## config.mk

```make
export PLATFORM = sky130hd
export DESIGN_NAME = vec_mem_seq
export DESIGN_NICKNAME = d
export VERILOG_FILES = /design/src/rtl/cvp_pkg.sv /design/src/rtl/vec_addr_gen.sv /design/src/rtl/vec_mem_seq.sv
export SDC_FILE = /design/constraint.sdc
export NUM_CORES = 1
export LEC_CHECK = 0
export BUFFER_PORTS_ARGS = -buffer_cell sky130_fd_sc_hd__buf_2
export CORE_AREA = 2 2 231 233
export CTS_CLUSTER_DIAMETER = 50
export DETAILED_ROUTE_END_ITERATION = 10
export DIE_AREA = 0 0 233 235
export MAX_ROUTING_LAYER = met4
export PLACE_DENSITY = 0.65
export SLEW_MARGIN = 15
export SYNTH_ARGS = -nofsm -noshare
export SYNTH_HDL_FRONTEND = slang
export SYNTH_HIERARCHICAL = 1
export SYNTH_SLANG_ARGS = --single-unit
export TNS_END_PERCENT = 20
```

## constraint.sdc

```tcl
create_clock -name Clk1 -period 5.33 [get_ports Clk1]
set_input_delay 0 -clock Clk1 [delete_from_list [all_inputs] [get_ports Clk1]]
set_output_delay 0 -clock Clk1 [all_outputs]
set_load 0.03 [all_outputs]
```

## src/rtl/cvp_pkg.sv

```systemverilog
// Shared types for the vector memory sequencer.
// Holds the transfer FSM encoding and the stride width.
package cvp_pkg;

    localparam int STRIDE_W = 8;

    typedef enum logic [1:0] {
        IDLE = 2'd0,
        XFER = 2'd1,
        FIN  = 2'd2
    } vstate_e;

endpackage

```

## src/rtl/vec_addr_gen.sv

```systemverilog
// Combinational element address generator: base + idx*stride.
// Ports: base_i, stride_i (signed), idx_i -> addr_o (wrapped), wrap_o.
module vec_addr_gen
    import cvp_pkg::*;
#(
    parameter int AW = 16,
    parameter int CW = 4
) (
    input  logic [AW-1:0]       base_i,
    input  logic [STRIDE_W-1:0] stride_i,
    input  logic [CW-1:0]       idx_i,
    output logic [AW-1:0]       addr_o,
    output logic                wrap_o
);

    // Wide enough that base + idx*stride never overflows, so any bit
    // above AW (including the sign) means the address left [0, 2^AW-1].
    localparam int WW = AW + CW + STRIDE_W + 1;

    logic signed [WW-1:0] base_x;
    logic signed [WW-1:0] idx_x;
    logic signed [WW-1:0] str_x;
    logic signed [WW-1:0] full;

    always_comb begin
        base_x = {{(WW-AW){1'b0}}, base_i};
        idx_x  = {{(WW-CW){1'b0}}, idx_i};
        str_x  = {{(WW-STRIDE_W){stride_i[STRIDE_W-1]}}, stride_i};
        full   = base_x + idx_x * str_x;
    end

    assign addr_o = full[AW-1:0];
    assign wrap_o = |full[WW-1:AW];

endmodule

```

## src/rtl/vec_mem_seq.sv

```systemverilog
// Vector load/store sequencer: walks count+1 strided elements over a
// single-beat memory port. Ports: start/is_store/base_addr/stride/count/
// st_vec request; Addr/RD/WR/dataOut/DataIn/MemRdy memory side;
// ld_vec result, busy, done pulse, V address-wrap flag.
module vec_mem_seq
    import cvp_pkg::*;
#(
    parameter int EW    = 16,
    parameter int NELEM = 16,
    parameter int AW    = 16,
    parameter int CW    = $clog2(NELEM)
) (
    input  logic                Clk1,
    input  logic                Reset,
    input  logic                start,
    input  logic                is_store,
    input  logic [AW-1:0]       base_addr,
    input  logic [STRIDE_W-1:0] stride,
    input  logic [CW-1:0]       count,
    input  logic [EW*NELEM-1:0] st_vec,
    input  logic [EW-1:0]       DataIn,
    input  logic                MemRdy,
    output logic [AW-1:0]       Addr,
    output logic                RD,
    output logic                WR,
    output logic [EW-1:0]       dataOut,
    output logic [EW*NELEM-1:0] ld_vec,
    output logic                busy,
    output logic                done,
    output logic                V
);

    vstate_e               state_q;
    logic                  is_store_q;
    logic [AW-1:0]         base_q;
    logic [STRIDE_W-1:0]   stride_q;
    logic [CW-1:0]         count_q;
    logic [EW*NELEM-1:0]   st_vec_q;
    logic [CW-1:0]         idx_q;
    logic [EW*NELEM-1:0]   ld_vec_q;
    logic                  v_q;

    logic [AW-1:0]         gen_addr;
    logic                  gen_wrap;
    logic                  xfer;

    vec_addr_gen #(
        .AW (AW),
        .CW (CW)
    ) u_addr_gen (
        .base_i   (base_q),
        .stride_i (stride_q),
        .idx_i    (idx_q),
        .addr_o   (gen_addr),
        .wrap_o   (gen_wrap)
    );

    always_ff @(posedge Clk1) begin
        if (Reset) begin
            state_q    <= IDLE;
            is_store_q <= 1'b0;
            base_q     <= '0;
            stride_q   <= '0;
            count_q    <= '0;
            st_vec_q   <= '0;
            idx_q      <= '0;
            ld_vec_q   <= '0;
            v_q        <= 1'b0;
        end else begin
            unique case (state_q)
                IDLE: begin
                    if (start) begin
                        state_q    <= XFER;
                        is_store_q <= is_store;
                        base_q     <= base_addr;
                        stride_q   <= stride;
                        count_q    <= count;
                        st_vec_q   <= st_vec;
                        idx_q      <= '0;
                        v_q        <= 1'b0;
                        if (!is_store) begin
                            ld_vec_q <= '0;
                        end
                    end
                end
                XFER: begin
                    // Wrap is sticky for the whole transfer; a stalled
                    // beat re-presents the same address, so this is safe.
                    if (gen_wrap) begin
                        v_q <= 1'b1;
                    end
                    if (MemRdy) begin
                        if (!is_store_q) begin
                            ld_vec_q[idx_q*EW +: EW] <= DataIn;
                        end
                        if (idx_q == count_q) begin
                            state_q <= FIN;
                        end else begin
                            idx_q <= idx_q + 1'b1;
                        end
                    end
                end
                FIN: begin
                    state_q <= IDLE;
                end
                default: begin
                    state_q <= IDLE;
                end
            endcase
        end
    end

    assign xfer    = (state_q == XFER);
    assign Addr    = xfer ? gen_addr : '0;
    assign RD      = xfer & ~is_store_q;
    assign WR      = xfer & is_store_q;
    assign dataOut = WR ? st_vec_q[idx_q*EW +: EW] : '0;
    assign ld_vec  = ld_vec_q;
    assign busy    = (state_q != IDLE);
    assign done    = (state_q == FIN);
    assign V       = v_q;

endmodule
```

==> results.py <==
metrics = {
    "status": {
        "outcome": "finished, final reports clean",
    },
    "power_and_ir_drop": {
        "ir_drop_uv": 289,
        "powerDensity_mw_per_mm2": 310,
        "leakagePower_nw": 14.1,
    },
    "clock_tree": {
        "clock_latency_ns": 0.63,
        "clk_pin_slew_ns": 0.06,
        "post_cts_buffers": 0,
        "cts_tree": "built",
        "cts_made_buffers": 59,
        "cts_buffer_depth": 3,
        "cts.sinks": 548,
        "h-tree-depth": 2,
        "clock-root-buffer": "clkbuf_16",
    },
    "synthesis": {
        "synth.distinct_cells": 61,
        "synth-edff-count": 0,
        "synthTopCellsByArea": "dfxtp_1 (48%), nand2_1 (10%), a21oi_1 (6.7%)",
        "postSynthCellCount": 2434,
        "async_reset_ff_frac": 0,
        "synth-seq-area-share": 0.478,
        "synth_warnings": 6,
        "syn_area_mm2": 0.0229,
        "synth_commonest_cells": "nand2_1 (629), dfxtp_1 (548), a21oi_1 (305)",
        "synth_top_area_frac": 0.478,
        "synth_ff_type": "dfxtp_1",
        "ys_ff_latch": 548,
        "syn-num-nets": 2818,
        "yosysTopAreaCell": "dfxtp_1",
        "postSynthAreaPerCell_um2": 9.43,
        "yosysMostFrequentCell": "nand2_1",
    },
    "min_path": {
        "hold_end": "st_vec_q[54]",
        "min_from": "st_vec[54]",
        "hold_depth": 4,
        "min_path_type": "in2reg",
    },
    "timing": {
        "max_slew_margin": 0.189,
        "slew_violations": 0,
        "tightest_slew_ns": 1.22,
        "rsz0062_at_grt": "false",
        "post-route-period-util": 0.930,
        "setup_tns_ns": 0,
        "finalHoldViolCount": 0,
        "setup_viol": 0,
        "final.setup_skew_ns": 0.0291,
        "clock.fmax_mhz": 202,
        "min_period_ns": 4.96,
    },
    "final_layout": {
        "fill_cells": 4299,
        "layout-drive-gt1-share": 0.248,
        "nets": 3641,
        "design_area_mm2": 0.0318,
        "area_growth_pct": 38.5,
    },
    "floorplan": {
        "ioPinCount": 598,
        "core_area_mm2": 0.0522,
        "rows": 84,
        "dieArea_mm2": 0.0548,
        "die_w_um": 233,
        "start_util": 0.439,
        "chipHeight_um": 235,
    },
    "worst_setup_path": {
        "r2r-end": "V",
        "crit_path_end_kind": "output pin",
        "crit_path_start_kind": "flop",
        "cp.required_ns": 5.33,
        "slowest_stage": "fa_1",
        "cp_cell_sequence": "nand2_1 > fa_1 > inv_1 > fa_1 > inv_1 > fa_1 > inv_1 > ha_1 > a21oi_1 > o21ai_1 > a41oi_2 > o21bai_1 > a21oi_2 > xnor2_1 > and2_1 > buf_2",
        "crit_path_max_fanout": 24,
        "cp_slowest_stage_delay_ns": 0.57,
        "regToRegStartpoint": "idx_q[0]",
        "critPathKind": "reg2out",
        "reg2regPathDepth": 16,
        "reg2reg_slack_ns": 0.97,
        "worstPathArrival_ns": 4.96,
    },
    "placement": {
        "gp_congestion": 0.900,
        "placed_area_mm2": 0.0263,
        "post-dp-hpwl_mm": 56.9,
        "port_buffers": 597,
    },
    "global_routing": {
        "grt_util_all_layers": 0.302,
        "grt_max_degree": 215,
        "grt_antenna_before_repair": 18,
        "first_global_vias": 21600,
        "grt_overflow": 0,
        "grt_pass1_wl_mm": 125,
    },
    "detailed_routing": {
        "dr.first_iter.drc_count": 1680,
        "drc": 0,
        "vias": 22000,
        "wl_per_cell_um": 20.8,
        "drt-vias-per-instance": 5.48,
        "firstDrtPassIters": 6,
        "finalWirelength_mm": 83.3,
        "drtAntennaViolNets": 0,
    },
    "job": {
        "cap_violations": 0,
    },
}
-- placed cells by master, fill, tap and decap left out, types with 7 or more instances in the layout --
| cell | instances |
|---|---|
| a21oi_1 | 304 |
| a22o_1 | 128 |
| a31oi_1 | 17 |
| a32o_1 | 64 |
| and2_1 | 41 |
| buf_2 | 596 |
| buf_4 | 26 |
| bufinv_16 | 7 |
| clkbuf_16 | 62 |
| clkbuf_8 | 11 |
| clkinv_2 | 10 |
| dfxtp_1 | 546 |
| diode_2 | 18 |
| dlygate4sd3_1 | 325 |
| fa_1 | 37 |
| ha_1 | 42 |
| inv_1 | 91 |
| mux2i_1 | 48 |
| mux4_2 | 64 |
| nand2_1 | 628 |
| nand2b_1 | 20 |
| nor2_1 | 26 |
| nor2b_1 | 18 |
| nor3_1 | 8 |
| o21ai_0 | 7 |
| o22ai_1 | 16 |
| o2bb2ai_1 | 48 |
| xnor2_1 | 13 |
| xor2_1 | 8 |
-- metrics by stage --
step,utilization,std cells,setup WS (ns),power (W),hold slack [ns]
6_report,0.608,4012,0.371,0.00985,0.162
5_1_grt,0.608,4012,0.0736,0.0102,0.166
4_1_cts,0.607,3994,0.252,0.00987,0.128
3_5_place_dp,0.504,3559,0.888,0.00533,0.246
3_3_place_gp,0.504,3559,1.01,0.00531,0.241
2_1_floorplan,-,2434,1.14,0.00496,0.126
-- timing repair --
action | in CTS | in global routing
endpoints found under the hold margin | 419 | 0
resized for setup | 0 | 1
hold buffers | 325 | 0
setup endpoints to repair | 0 | 1
-- registers in the layout, indices dropped and copies added (netlist names) --
name	cells
st_vec_q	256
V	1
ld_vec	256
stride_q	8
idx_q	4
state_q	2
count_q	4
base_q	16
is_store_q	1
-- critical path: cells and delay by family, from the launching register on --
kind	cells	cell delay, ns
AOI/OAI and AO/OA	5	1.00
xor gates and xnor gates	1	0.12
adders and majority gates	4	1.91
buffers and inverters	4	0.34
DFF	1	0.53
and+or+nand+nor	2	0.45
-- power breakdown --
part | internal (W) | total (W) | switching (W) | leakage, nW
Combinational | 0.000485 | 0.00113 | 0.000645 | 8.57
Sequential | 0.00425 | 0.00434 | 0.0000911 | 4.46
Clock | 0.00263 | 0.00438 | 0.00175 | 1.03
-- layer usage --
layer  up-vias  routed length, µm  part of all wire  GRT usage
li1      10100                  -                 -          -
met1     10600              32700              0.39      0.356
met2      1027              41300              0.50      0.508
met3       222               5670             0.068     0.0472
met4         0               3630             0.044      0.130
met5         -                  0                 0          -
-- how the worst max path moves through the flow --
stage,from,end,slack (ns),cells past startpoint
after CTS,stride_q[7],Addr[14],0.25,17
after global routing,idx_q[0],Addr[14],0.07,16
final,idx_q[0],Addr[14],0.37,16
after floorplan,idx_q[1],Addr[14],1.14,16
after detailed placement,stride_q[7],Addr[14],0.89,17
after global placement,stride_q[7],V,1.01,17
-- kinds of logic (layout without fill, tap and decap cells) --
group / after synthesis / in the layout / synth area share
AND/OR/NAND/NOR: 774 / 774 / 0.140
AO/OA/AOI/OAI: 619 / 619 / 0.187
flip-flops: 548 / 548 / 0.478
buffers and inverters: 281 / 1153 / 0.0473
multiplexers: 112 / 112 / 0.0838
adder cells (fa/ha/maj): 79 / 79 / 0.0552
XOR/XNOR: 21 / 21 / 0.00802
other: 0 / 18 / 0
-- area by class of cell --
| type | count | area (µm²) | area share |
|---|---|---|---|
| flip-flops and latches | 548 | 11000 | 0.346 |
| inverters | 92 | 345 | 0.0109 |
| well taps | 688 | 861 | 0.0271 |
| clock inverters | 31 | 389 | 0.0122 |
| clock buffers | 79 | 1730 | 0.0543 |
| repair buffers | 951 | 6500 | 0.205 |
| diodes | 18 | 45.0 | 0.00142 |
| multi-input cells | 1605 | 10900 | 0.344 |
Power figures use the tool's default switching activity.
